## config.mk

```make
export PLATFORM = sky130hd
export DESIGN_NAME = multicycle_control_flat
export DESIGN_NICKNAME = d
export VERILOG_FILES = /design/src/rtl/multicycle_control_if.sv /design/src/rtl/multicycle_control.sv /design/src/flat_wrapper.sv
export SDC_FILE = /design/constraint.sdc
export NUM_CORES = 1
export LEC_CHECK = 0
export ABC_AREA = 1
export BUFFER_PORTS_ARGS = -buffer_cell sky130_fd_sc_hd__buf_2
export CAP_MARGIN = 10
export CELL_PAD_IN_SITES_DETAIL_PLACEMENT = 0
export CELL_PAD_IN_SITES_GLOBAL_PLACEMENT = 1
export CORE_ASPECT_RATIO = 0.8
export CORE_MARGIN = 2
export CORE_UTILIZATION = 28
export CTS_CLUSTER_DIAMETER = 200
export CTS_CLUSTER_SIZE = 25
export DETAILED_ROUTE_END_ITERATION = 16
export MAX_ROUTING_LAYER = met4
export PLACE_DENSITY_LB_ADDON = 0.05
export REMOVE_ABC_BUFFERS = 1
export SLEW_MARGIN = 20
export SYNTH_ARGS = -nofsm -noshare
export SYNTH_HDL_FRONTEND = slang
export SYNTH_SLANG_ARGS = --single-unit
```

## constraint.sdc

```tcl
create_clock -name clk -period 1.3 [get_ports clk]
set_input_delay 0.065 -clock clk [delete_from_list [all_inputs] [get_ports clk]]
set_output_delay 0.065 -clock clk [all_outputs]
set_load 0.05 [all_outputs]
```

## src/rtl/multicycle_control_if.sv

```systemverilog
// rtl/multicycle_control_if.sv - control bundle between the multicycle control unit and its datapath
interface multicycle_control_if;
    logic [5:0] opcode;
    logic [5:0] funct;
    logic       zero;
    logic       pc_we;
    logic [1:0] pc_src;
    logic       iord;
    logic       mem_we;
    logic       ir_we;
    logic [1:0] reg_dst;
    logic [1:0] mem_to_reg;
    logic       reg_we;
    logic       alu_src_a;
    logic [1:0] alu_src_b;
    logic       ext_zero;
    logic [2:0] alu_op;
    logic       illegal;
    logic [3:0] state;

    modport master (
        input  opcode, funct, zero,
        output pc_we, pc_src, iord, mem_we, ir_we, reg_dst, mem_to_reg, reg_we,
               alu_src_a, alu_src_b, ext_zero, alu_op, illegal, state
    );

    modport slave (
        output opcode, funct, zero,
        input  pc_we, pc_src, iord, mem_we, ir_we, reg_dst, mem_to_reg, reg_we,
               alu_src_a, alu_src_b, ext_zero, alu_op, illegal, state
    );
endinterface

```

## src/rtl/multicycle_control.sv

```systemverilog
// rtl/multicycle_control.sv - multicycle MIPS-subset control FSM driving datapath selects and enables
module multicycle_control (
    input  logic                 clk,
    input  logic                 reset,
    multicycle_control_if.master ctl
);
    typedef enum logic [3:0] {
        S_FETCH     = 4'd0,
        S_DECODE    = 4'd1,
        S_MEM_ADDR  = 4'd2,
        S_MEM_READ  = 4'd3,
        S_MEM_WB    = 4'd4,
        S_MEM_WRITE = 4'd5,
        S_R_EXEC    = 4'd6,
        S_R_WB      = 4'd7,
        S_I_EXEC    = 4'd8,
        S_I_WB      = 4'd9,
        S_BRANCH    = 4'd10,
        S_JUMP      = 4'd11,
        S_JAL       = 4'd12,
        S_JR        = 4'd13,
        S_ILLEGAL   = 4'd15
    } state_t;

    localparam logic [5:0] OP_RTYPE = 6'h00;
    localparam logic [5:0] OP_J     = 6'h02;
    localparam logic [5:0] OP_JAL   = 6'h03;
    localparam logic [5:0] OP_BNE   = 6'h05;
    localparam logic [5:0] OP_XORI  = 6'h0E;
    localparam logic [5:0] OP_LW    = 6'h23;
    localparam logic [5:0] OP_SW    = 6'h2B;

    localparam logic [5:0] FN_JR  = 6'h08;
    localparam logic [5:0] FN_ADD = 6'h20;
    localparam logic [5:0] FN_SUB = 6'h22;
    localparam logic [5:0] FN_SLT = 6'h2A;

    localparam logic [2:0] ALU_ADD = 3'b000;
    localparam logic [2:0] ALU_SUB = 3'b001;
    localparam logic [2:0] ALU_XOR = 3'b010;
    localparam logic [2:0] ALU_SLT = 3'b011;

    state_t     state_q;
    state_t     state_d;
    logic       is_store_q;
    logic [2:0] r_alu_q;
    logic [2:0] r_alu_d;

    logic       pc_we_c;
    logic [1:0] pc_src_c;
    logic       iord_c;
    logic       mem_we_c;
    logic       ir_we_c;
    logic [1:0] reg_dst_c;
    logic [1:0] mem_to_reg_c;
    logic       reg_we_c;
    logic       alu_src_a_c;
    logic [1:0] alu_src_b_c;
    logic       ext_zero_c;
    logic [2:0] alu_op_c;
    logic       illegal_c;

    // opcode/funct are only trusted at the DECODE edge, so what later states need is captured then
    always_comb begin
        r_alu_d = ALU_ADD;
        case (ctl.funct)
            FN_SUB:  r_alu_d = ALU_SUB;
            FN_SLT:  r_alu_d = ALU_SLT;
            default: r_alu_d = ALU_ADD;
        endcase
    end

    always_ff @(posedge clk) begin
        if (reset) begin
            state_q    <= S_FETCH;
            is_store_q <= 1'b0;
            r_alu_q    <= ALU_ADD;
        end else begin
            state_q <= state_d;
            if (state_q == S_DECODE) begin
                is_store_q <= (ctl.opcode == OP_SW);
                r_alu_q    <= r_alu_d;
            end
        end
    end

    always_comb begin
        state_d      = S_ILLEGAL;
        pc_we_c      = 1'b0;
        pc_src_c     = 2'b00;
        iord_c       = 1'b0;
        mem_we_c     = 1'b0;
        ir_we_c      = 1'b0;
        reg_dst_c    = 2'b00;
        mem_to_reg_c = 2'b00;
        reg_we_c     = 1'b0;
        alu_src_a_c  = 1'b0;
        alu_src_b_c  = 2'b00;
        ext_zero_c   = 1'b0;
        alu_op_c     = ALU_ADD;
        illegal_c    = 1'b0;

        case (state_q)
            S_FETCH: begin
                ir_we_c     = 1'b1;
                pc_we_c     = 1'b1;
                alu_src_b_c = 2'b01;
                state_d     = S_DECODE;
            end
            S_DECODE: begin
                // speculative branch target lands in ALUOut for BRANCH to use
                alu_src_b_c = 2'b11;
                case (ctl.opcode)
                    OP_LW, OP_SW: state_d = S_MEM_ADDR;
                    OP_RTYPE: begin
                        case (ctl.funct)
                            FN_ADD, FN_SUB, FN_SLT: state_d = S_R_EXEC;
                            FN_JR:                  state_d = S_JR;
                            default:                state_d = S_ILLEGAL;
                        endcase
                    end
                    OP_XORI: state_d = S_I_EXEC;
                    OP_BNE:  state_d = S_BRANCH;
                    OP_J:    state_d = S_JUMP;
                    OP_JAL:  state_d = S_JAL;
                    default: state_d = S_ILLEGAL;
                endcase
            end
            S_MEM_ADDR: begin
                alu_src_a_c = 1'b1;
                alu_src_b_c = 2'b10;
                state_d     = is_store_q ? S_MEM_WRITE : S_MEM_READ;
            end
            S_MEM_READ: begin
                iord_c  = 1'b1;
                state_d = S_MEM_WB;
            end
            S_MEM_WB: begin
                mem_to_reg_c = 2'b01;
                reg_we_c     = 1'b1;
                state_d      = S_FETCH;
            end
            S_MEM_WRITE: begin
                iord_c   = 1'b1;
                mem_we_c = 1'b1;
                state_d  = S_FETCH;
            end
            S_R_EXEC: begin
                alu_src_a_c = 1'b1;
                alu_op_c    = r_alu_q;
                state_d     = S_R_WB;
            end
            S_R_WB: begin
                reg_dst_c = 2'b01;
                reg_we_c  = 1'b1;
                state_d   = S_FETCH;
            end
            S_I_EXEC: begin
                alu_src_a_c = 1'b1;
                alu_src_b_c = 2'b10;
                ext_zero_c  = 1'b1;
                alu_op_c    = ALU_XOR;
                state_d     = S_I_WB;
            end
            S_I_WB: begin
                reg_we_c = 1'b1;
                state_d  = S_FETCH;
            end
            S_BRANCH: begin
                alu_src_a_c = 1'b1;
                alu_op_c    = ALU_SUB;
                pc_src_c    = 2'b01;
                pc_we_c     = ~ctl.zero;
                state_d     = S_FETCH;
            end
            S_JUMP: begin
                pc_src_c = 2'b10;
                pc_we_c  = 1'b1;
                state_d  = S_FETCH;
            end
            S_JAL: begin
                // PC already holds PC+4 from FETCH, which is the link value
                pc_src_c     = 2'b10;
                pc_we_c      = 1'b1;
                reg_dst_c    = 2'b10;
                mem_to_reg_c = 2'b10;
                reg_we_c     = 1'b1;
                state_d      = S_FETCH;
            end
            S_JR: begin
                pc_src_c = 2'b11;
                pc_we_c  = 1'b1;
                state_d  = S_FETCH;
            end
            S_ILLEGAL: begin
                illegal_c = 1'b1;
                state_d   = S_ILLEGAL;
            end
            default: state_d = S_ILLEGAL;
        endcase
    end

    // reset masks every output in the same cycle so an aborted instruction cannot write
    assign ctl.pc_we      = reset ? 1'b0  : pc_we_c;
    assign ctl.pc_src     = reset ? 2'b00 : pc_src_c;
    assign ctl.iord       = reset ? 1'b0  : iord_c;
    assign ctl.mem_we     = reset ? 1'b0  : mem_we_c;
    assign ctl.ir_we      = reset ? 1'b0  : ir_we_c;
    assign ctl.reg_dst    = reset ? 2'b00 : reg_dst_c;
    assign ctl.mem_to_reg = reset ? 2'b00 : mem_to_reg_c;
    assign ctl.reg_we     = reset ? 1'b0  : reg_we_c;
    assign ctl.alu_src_a  = reset ? 1'b0  : alu_src_a_c;
    assign ctl.alu_src_b  = reset ? 2'b00 : alu_src_b_c;
    assign ctl.ext_zero   = reset ? 1'b0  : ext_zero_c;
    assign ctl.alu_op     = reset ? 3'b000 : alu_op_c;
    assign ctl.illegal    = reset ? 1'b0  : illegal_c;
    assign ctl.state      = reset ? 4'd0  : state_q;
endmodule

```

## src/flat_wrapper.sv

```systemverilog
// flat-port wrapper written by rule: the top's interface ports become plain ports
module multicycle_control_flat 
  (clk, reset, ctl_opcode, ctl_funct, ctl_zero, ctl_pc_we, ctl_pc_src, ctl_iord, ctl_mem_we, ctl_ir_we, ctl_reg_dst, ctl_mem_to_reg, ctl_reg_we, ctl_alu_src_a, ctl_alu_src_b, ctl_ext_zero, ctl_alu_op, ctl_illegal, ctl_state);
  multicycle_control_if ctl_i ();
  input  logic clk;
  input  logic reset;
  input wire logic [$bits(ctl_i.opcode)-1:0] ctl_opcode;
  input wire logic [$bits(ctl_i.funct)-1:0] ctl_funct;
  input wire logic [$bits(ctl_i.zero)-1:0] ctl_zero;
  output wire logic [$bits(ctl_i.pc_we)-1:0] ctl_pc_we;
  output wire logic [$bits(ctl_i.pc_src)-1:0] ctl_pc_src;
  output wire logic [$bits(ctl_i.iord)-1:0] ctl_iord;
  output wire logic [$bits(ctl_i.mem_we)-1:0] ctl_mem_we;
  output wire logic [$bits(ctl_i.ir_we)-1:0] ctl_ir_we;
  output wire logic [$bits(ctl_i.reg_dst)-1:0] ctl_reg_dst;
  output wire logic [$bits(ctl_i.mem_to_reg)-1:0] ctl_mem_to_reg;
  output wire logic [$bits(ctl_i.reg_we)-1:0] ctl_reg_we;
  output wire logic [$bits(ctl_i.alu_src_a)-1:0] ctl_alu_src_a;
  output wire logic [$bits(ctl_i.alu_src_b)-1:0] ctl_alu_src_b;
  output wire logic [$bits(ctl_i.ext_zero)-1:0] ctl_ext_zero;
  output wire logic [$bits(ctl_i.alu_op)-1:0] ctl_alu_op;
  output wire logic [$bits(ctl_i.illegal)-1:0] ctl_illegal;
  output wire logic [$bits(ctl_i.state)-1:0] ctl_state;
  assign ctl_i.opcode = ctl_opcode;
  assign ctl_i.funct = ctl_funct;
  assign ctl_i.zero = ctl_zero;
  assign ctl_pc_we = ctl_i.pc_we;
  assign ctl_pc_src = ctl_i.pc_src;
  assign ctl_iord = ctl_i.iord;
  assign ctl_mem_we = ctl_i.mem_we;
  assign ctl_ir_we = ctl_i.ir_we;
  assign ctl_reg_dst = ctl_i.reg_dst;
  assign ctl_mem_to_reg = ctl_i.mem_to_reg;
  assign ctl_reg_we = ctl_i.reg_we;
  assign ctl_alu_src_a = ctl_i.alu_src_a;
  assign ctl_alu_src_b = ctl_i.alu_src_b;
  assign ctl_ext_zero = ctl_i.ext_zero;
  assign ctl_alu_op = ctl_i.alu_op;
  assign ctl_illegal = ctl_i.illegal;
  assign ctl_state = ctl_i.state;
  multicycle_control u_core (.clk(clk), .reset(reset), .ctl(ctl_i));
endmodule
```

======== After elaboration in Yosys (flattened, before gate mapping) ========
Cells that the tools add are included.
storage, ports and cells
  bits in registers ....................... 8
  input bits .............................. 15
  output and inout bits ................... 23
  logic and storage cells ................. 71
operators by class
  equality and inequality tests ........... 24
  muxes and demuxes ....................... 32
  bitwise operators ....................... 1
  reductions and logical operators ........ 11
operator list
  kind                                                  number
  equality test 6 bit (second input constant)           5
  equality test 4 bit (second input constant)           7
  case mux 4 bit (7 select lines)                       1
  case mux 4 bit (6 select lines)                       1
  equality test 4 x 3 -> 1 bit (second input constant)  4
  two-way mux 1 bit                                     15
  equality test 6 x 2 -> 1 bit (second input constant)  2
  equality test 6 x 4 -> 1 bit (second input constant)  2
  case mux 2 bit (2 select lines)                       3
  case mux 2 bit (3 select lines)                       2
  OR reduction 4 bit                                    3
  case mux 3 bit (3 select lines)                       1
  equality test 4 x 2 -> 1 bit (second input constant)  2
  two-way mux 2 bit                                     4
  case mux 4 bit (2 select lines)                       1
  OR reduction 2 bit                                    4
  OR reduction 8 bit                                    1
  equality test 6 x 3 -> 1 bit (second input constant)  1
  zero test 6 bit                                       1
  two-way mux 3 bit                                     2
  equality test 4 x 1 -> 1 bit (second input constant)  1
  zero test 4 bit                                       1
  two-way mux 4 bit                                     1
  OR reduction 3 bit                                    1
  2 further kinds                                       2

======== Depth between registers and ports, before layout ========
Gate-level depths: netlist of the first run.
  depth after elaboration ................. 5
  mapped depth ............................ 9
  mapped depth without buffers ............ 9

======== Least setup slack after synthesis of the first run ========
No wires, ideal clock.
  kind .................................... register to output
  start point ............................. register u_core.state_q[0]
  end point ............................... output port ctl_mem_to_reg[0]
  data arrival time ....................... 2.042 ns
  data required time ...................... 1.235 ns
  slack ................................... -0.807 ns
  stages on the path, launching flop included .. 4
  buffers on the path ..................... 0
  path through ............................ dfxtp_1 -> nor2_1 -> inv_1 -> nor4_1
on the way
  longest elaborated chain between the ends .. 3
  elaborated cells between the ends (all ways) .. 4
  classes of those cells .................. eq/ne: 2; mux: 2
ends and longest elaborated chain
  what                                                                        line                       source
  start: declaration                                                          multicycle_control.sv:43   state_t state_q;
  start signal: assignment                                                    multicycle_control.sv:79   state_q <= state_d;
  equality test 4 bit / equality test 4 x 3 -> 1 bit (equally long branches)  multicycle_control.sv:103  case (state_q)
  case mux 2 bit (2 select lines) *                                           multicycle_control.sv:103
  two-way mux 2 bit *                                                         multicycle_control.sv:210  assign ctl.mem_to_reg = reset ? 2'b00 : mem_to_reg_c;
  end: declaration                                                            flat_wrapper.sv:16         output wire logic [$bits(ctl_i.mem_to_reg)-1:0] ctl_mem_to_reg;
Every way passes the cells marked *; elsewhere a longest branch is shown, timed or not.

======== Worst setup path after layout of the first run ========
  start point ............................. register u_core.state_q[3]
  end point ............................... output port ctl_iord
on the way
  longest elaborated chain between the ends .. 4
  elaborated cells between the ends (all ways) .. 5
  classes of those cells .................. eq/ne: 2; mux: 2; reduce/logical: 1
ends and longest elaborated chain
  what                                                                                 line                       source
  equality test 4 x 2 -> 1 bit / equality test 4 x 3 -> 1 bit (equally long branches)  multicycle_control.sv:103
  OR reduction 2 bit (no source line) *                                                n/a
  two-way mux 1 bit *                                                                  multicycle_control.sv:103
  two-way mux 1 bit *                                                                  multicycle_control.sv:206  assign ctl.iord = reset ? 1'b0 : iord_c;
  end: declaration                                                                     flat_wrapper.sv:12         output wire logic [$bits(ctl_i.iord)-1:0] ctl_iord;
Marked as above.

==> impl_metrics.yaml, run 1 <==
outcome:
  status: "finished, violations left"
  violations: "setup timing"
clock_tree:
  numCtsBuffers: 3
  clock_sinks: 7
  clk_pin_slew_worst_paths_ns: 0.05
  clk_latency_ns: 0.25
  clockRootBuffer: "clkbuf_4"
  h-tree-depth: 1
  clockBufferDepth: 2
  cts_tree: "done"
sta:
  holdWs_ns: 0.108
  final.setup.worst_slack_ns: -0.181
  setup_viol: 16
  timing.final.crit_share: 1.14
  period_minus_slack_ns: 1.48
  skew_ns: 0.00290
  rsz0062_at_grt: "true"
  tns_ns: -1.32
  drv_slew: 0
  timing.fmax_ghz: 0.675
  hold_violations: 0
route:
  drtIter0Drc: 46
  wirelength_microns: 2600
  route.antenna.remaining_nets: 0
  wl_per_cell_microns: 10.9
  drcViolationCount: 0
  vias: 1103
  avgViaCountPerCell: 4.62
  dr.pass1.iters: 4
final_layout:
  final_common_cell: "buf_4"
  syn2layout_area_growth_pct: 93.4
  fillers: 272
  fin_util: 0.557
  diodes: 0
  layout-drive-gt1-share: 0.547
  mostFrequentLayoutCells: "buf_4, nand2_1, nor2_1, buf_6, buf_2"
  nNetsFinal: 217
worst_setup_path:
  end_kind: "primary output"
  start_kind: "register"
  crit_type: "register to primary output"
  cp.required_ns: 1.24
  cp.arrival_ns: 1.42
  path_max_fanout: 6
yosys:
  yosys.area.top_type: "dfxtp_1"
  synthXorXnorAreaFrac: 0
  synth_area_sq_um: 772
  yosys.area_share.simple: 0.494
  synthMuxAreaShare: 0
  synth_edf_count: 0
  synthAdderAreaFrac: 0
  synth_compound_area_frac: 0.170
  asyncSetResetFlopFracSynth: 0
  yosys.area.top_type_share: 0.182
  synthDistinctLibCells: 25
  yosysWarnings: 0
  ys_seq_elements: 7
  synthCells: 141
  synth_top_family_by_area: "simple AND/OR/NAND/NOR gates"
  synth_area_leaders: "dfxtp_1, nand2_1, nor2_1, inv_1, nand3_1"
  synthFlopType: "dfxtp_1"
  seq_area_frac_synth: 0.182
  avgSynthCellArea_sq_um: 5.48
die:
  core_area_sq_um: 2680
  fp.dieArea_sq_um: 3200
  start_util: 0.288
  rows: 17
  die_h_microns: 51.0
  chipWidth_microns: 62.7
  ioPinCount: 38
global_route:
  antenna_found_initial: 0
  grtUsageTotal: 0.162
  grt_overflow: 0
  grt_pass1_wl_microns: 4040
  grt_pass1_vias: 945
  grt_max_degree: 15
min_path:
  hp-class: "input pin to register"
placed_design:
  place_hpwl_microns: 1890
  place_worst_setup_slack_ns: -0.0911
  port_buffers: 36
  gp_congestion: 0.859
pwr:
  power.leakage_nw: 0.734
  p_per_area_nw_per_um2: 2280
  finalPower_w: 0.00340
  ir_drop_mv: 1.50
run:
  drv_cap: 0
==> worst max-delay path, cell delays in order (launching register included) <==
cell	delay (ns)
dfxtp_4	0.39
nor2_4	0.16
inv_1	0.08
nor2_2	0.16
nand2_1	0.07
o21ai_0	0.08
buf_4	0.22
==> sequential cells by signal (all words and copies together), names as in the netlist <==
| signal | cells |
|---|---|
| u_core.is_store_q | 1 |
| u_core.r_alu_q | 2 |
| u_core.state_q | 4 |
==> where the power goes <==
group | switching [W] | total, W | leakage, nW | internal [W]
Sequential | 0.000182 | 0.000527 | 0.0601 | 0.000345
Combinational | 0.00156 | 0.00268 | 0.659 | 0.00112
Clock | 0.0000829 | 0.000200 | 0.0150 | 0.000117
Total | 0.00183 | 0.00340 | 0.734 | 0.00158
==> layout make-up <==
cell class / count / area, sq um / share of cell area
clock buffer: 4 / 26.3 / 0.0176
inverter: 24 / 108 / 0.0721
multi-input combinational: 106 / 652 / 0.437
sequential: 7 / 155 / 0.104
tap: 38 / 47.5 / 0.0319
timing repair buffer: 60 / 504 / 0.338
==> through the flow <==
stage / std cells / area [sq um]
after global routing: 239 / 1490
after global placement: 231 / 1120
final: 239 / 1490
after detailed placement: 231 / 1120
after CTS: 237 / 1310
after floorplan: 137 / 747
==> layer usage <==
metal | track usage | vias to the layer above | share of wire
met5 | - | - | 0
met4 | 0.0111 | 0 | 0
li1 | - | 576 | -
met2 | 0.249 | 30 | 0.47
met3 | 0.0507 | 0 | 0.053
met1 | 0.220 | 497 | 0.47
==> final timing paths <==
check / start / end / slack, ns / cells past startpoint
max: u_core.state_q[3] / ctl_iord / -0.18 / 6
min: ctl_opcode[3] / u_core.is_store_q / 0.11 / 3
max reg2reg: u_core.state_q[0] / u_core.state_q[1] / -0.04 / 8
min reg2reg: u_core.is_store_q / u_core.is_store_q / 0.47 / 2
==> cell families (layout without fill, tap and decap cells) <==
| logic type | count (synthesis) | in the layout |
|---|---|---|
| simple gates | 83 | 83 |
| buf+inv | 28 | 88 |
| compound gates | 22 | 22 |
| flops | 7 | 7 |
| other cells | 1 | 1 |
==> synthesized netlist by cell type, types with 2 or more instances <==
library cell,number
inv_1,22
nand2_1,27
nand4_1,4
o21ai_1,3
buf_4,2
o21ai_0,7
nand2_2,4
nand3_1,12
nor2_2,5
nor4_1,2
nor3_1,3
inv_2,2
dfxtp_1,7
buf_2,2
a21oi_2,2
a21oi_1,4
a31oi_1,2
nor2_1,24
==> what timing repair did <==
action,4_1_cts,5_1_grt
hold buffers,0,0
cloned,0,0
setup endpoints to repair,22,23
pin swaps,13,15
buffers inserted,2,2
gates resized for setup,53,54
(Power assumes the default switching activity.)
==> run 2: changes to the inputs <==
- CORE_MARGIN: 2 -> not set
- MAX_ROUTING_LAYER: met4 -> not set
==> run 2 against run 1 <==
Net effect: clock power barely moved; sequential cell count stayed put; largest power group unchanged; the flow still finishes with violations (setup timing); worst setup slack hardly changed; non-clock buffer count decreased by 1; clock-buffer cell count unchanged; sequential power decreased by 2%; highest routed layer is now met4; total power shrank 4.6%; cell count fell by 1.3%; routed wire length up 1.7%; die area down 7.0%; critical path type unchanged; via count barely moved.
==> impl_metrics.yaml, run 2 (synthesis results as in run 1) <==
worst_setup_path:
  start_kind: "register"
  cp.arrival_ns: 1.42
  startpoint: "u_core.state_q[0]"
  r2r-end: "u_core.state_q[1]"
  crit_type: "register to primary output"
  regToRegStartpoint: "u_core.state_q[0]"
  r2r_slack_ns: -0.11
  cp.required_ns: 1.24
  end_kind: "primary output"
  cp-endpoint: "ctl_pc_we"
  path_max_fanout: 6
  reg2reg_depth: 9
sta:
  hold_violations: 0
  final.setup.worst_slack_ns: -0.181
  holdWs_ns: 0.103
  rsz0062_at_grt: "true"
  timing.fmax_ghz: 0.675
  tns_ns: -1.42
  period_minus_slack_ns: 1.48
  drv_slew: 0
  setup_viol: 17
  skew_ns: 0.00160
  timing.final.crit_share: 1.14
pwr:
  finalPower_w: 0.00325
  power.leakage_nw: 0.706
  ir_drop_mv: 1.29
  p_per_area_nw_per_um2: 2210
min_path:
  holdPathStages: 3
  hp-class: "input pin to register"
clock_tree:
  clk_latency_ns: 0.26
  numCtsBuffers: 3
  clockBufferDepth: 2
  cts_tree: "done"
  clk_pin_slew_worst_paths_ns: 0.05
  clock_sinks: 7
  clockRootBuffer: "clkbuf_4"
  h-tree-depth: 1
  cts-hold-fix-buffers: 0
final_layout:
  seq_area_sq_um: 155
  diodes: 0
  fin_util: 0.581
  syn2layout_area_growth_pct: 90.0
  largest_reg_flops: 4
  largest_registers: "u_core.state_q: 4 flops, u_core.r_alu_q: 2 flops, u_core.is_store_q: 1 flops"
  fillers: 245
  regMostFlops: "u_core.state_q"
  nNetsFinal: 216
  multi_input_area_sq_um: 661
  mostFrequentLayoutCells: "buf_6, buf_4, nand2_1, nor2_1, buf_2"
  layout-drive-gt1-share: 0.565
run:
  drv_cap: 0
route:
  wirelength_microns: 2650
  drtIter0Drc: 34
  avgViaCountPerCell: 4.67
  wl_per_cell_microns: 11.2
  vias: 1102
  dr.pass1.iters: 4
  route.antenna.remaining_nets: 0
  drcViolationCount: 0
die:
  rows: 16
  fp.dieArea_sq_um: 2970
  ioPinCount: 38
  die_h_microns: 49.0
  chipWidth_microns: 60.7
  start_util: 0.306
  core_area_sq_um: 2520
placed_design:
  port_buffers: 36
  place_hpwl_microns: 1920
  gp_congestion: 0.914
  place_worst_setup_slack_ns: -0.0401
global_route:
  grt_pass1_vias: 967
  antenna_found_initial: 0
  grt_max_degree: 11
  grt_pass1_wl_microns: 4120
  grtUsageTotal: 0.182
  grt_overflow: 0
outcome:
  violations: "setup timing"
  status: "finished, violations left"
## run 2: cell count changes in the layout (fill, tap and decap cells not counted), moves of 2 or more
cell | previous run | this run
buf_4 | 23 | 21
buf_6 | 17 | 21
buf_8 | 4 | 0
inv_2 | 3 | 6
inv_4 | 5 | 3
nand2_2 | 6 | 10
nand2_4 | 4 | 1
nor4_2 | 2 | 0
nor4_4 | 0 | 2
o21ai_2 | 1 | 3
## run 2: timing repair
item | 4_1_cts | 5_1_grt
buffers inserted | 2 | 3
pin swaps | 8 | 18
endpoints found under the setup margin | 19 | 22
gates resized for setup | 52 | 47
## run 2: report_power, final
part           leakage, nW  switching (W)  internal [W]
sequential          0.0601       0.000170      0.000345
clock               0.0150      0.0000853      0.000117
combinational        0.631        0.00152       0.00100
## run 2: worst min-delay path by stage
stage / to / start / slack [ns]
after detailed placement: u_core.is_store_q / ctl_opcode[3] / 0.37
after CTS: u_core.is_store_q / ctl_opcode[3] / 0.09
after global placement: u_core.is_store_q / ctl_opcode[3] / 0.37
final: u_core.is_store_q / ctl_opcode[3] / 0.10
after floorplan: u_core.is_store_q / reset / 0.13
after global routing: u_core.is_store_q / ctl_opcode[3] / 0.1
## run 2: layout make-up
type	count	share of cell area
inverter	24	0.0666
multi-input combinational	106	0.451
timing repair buffer	59	0.328
sequential	7	0.106
clock buffer	4	0.0179
tap	36	0.0307
## run 2: through the flow
step | cell area [sq um] | std cells
after CTS | 1300 | 233
final | 1470 | 236
after global placement | 1110 | 227
after detailed placement | 1110 | 227
after global routing | 1470 | 236
after floorplan | 747 | 137
## run 2: routing by layer
layer | track usage | share of wire
met5 | 0 | 0
met4 | 0.0227 | 0.0038
met3 | 0.0477 | 0.057
met2 | 0.280 | 0.46
met1 | 0.260 | 0.48
## run 2: critical path, stage by stage, from the launching register on
cell     delay (ns)
dfxtp_4        0.36
buf_6          0.12
nor2_4         0.19
nand3_2        0.14
o21ai_2        0.18
buf_6          0.18
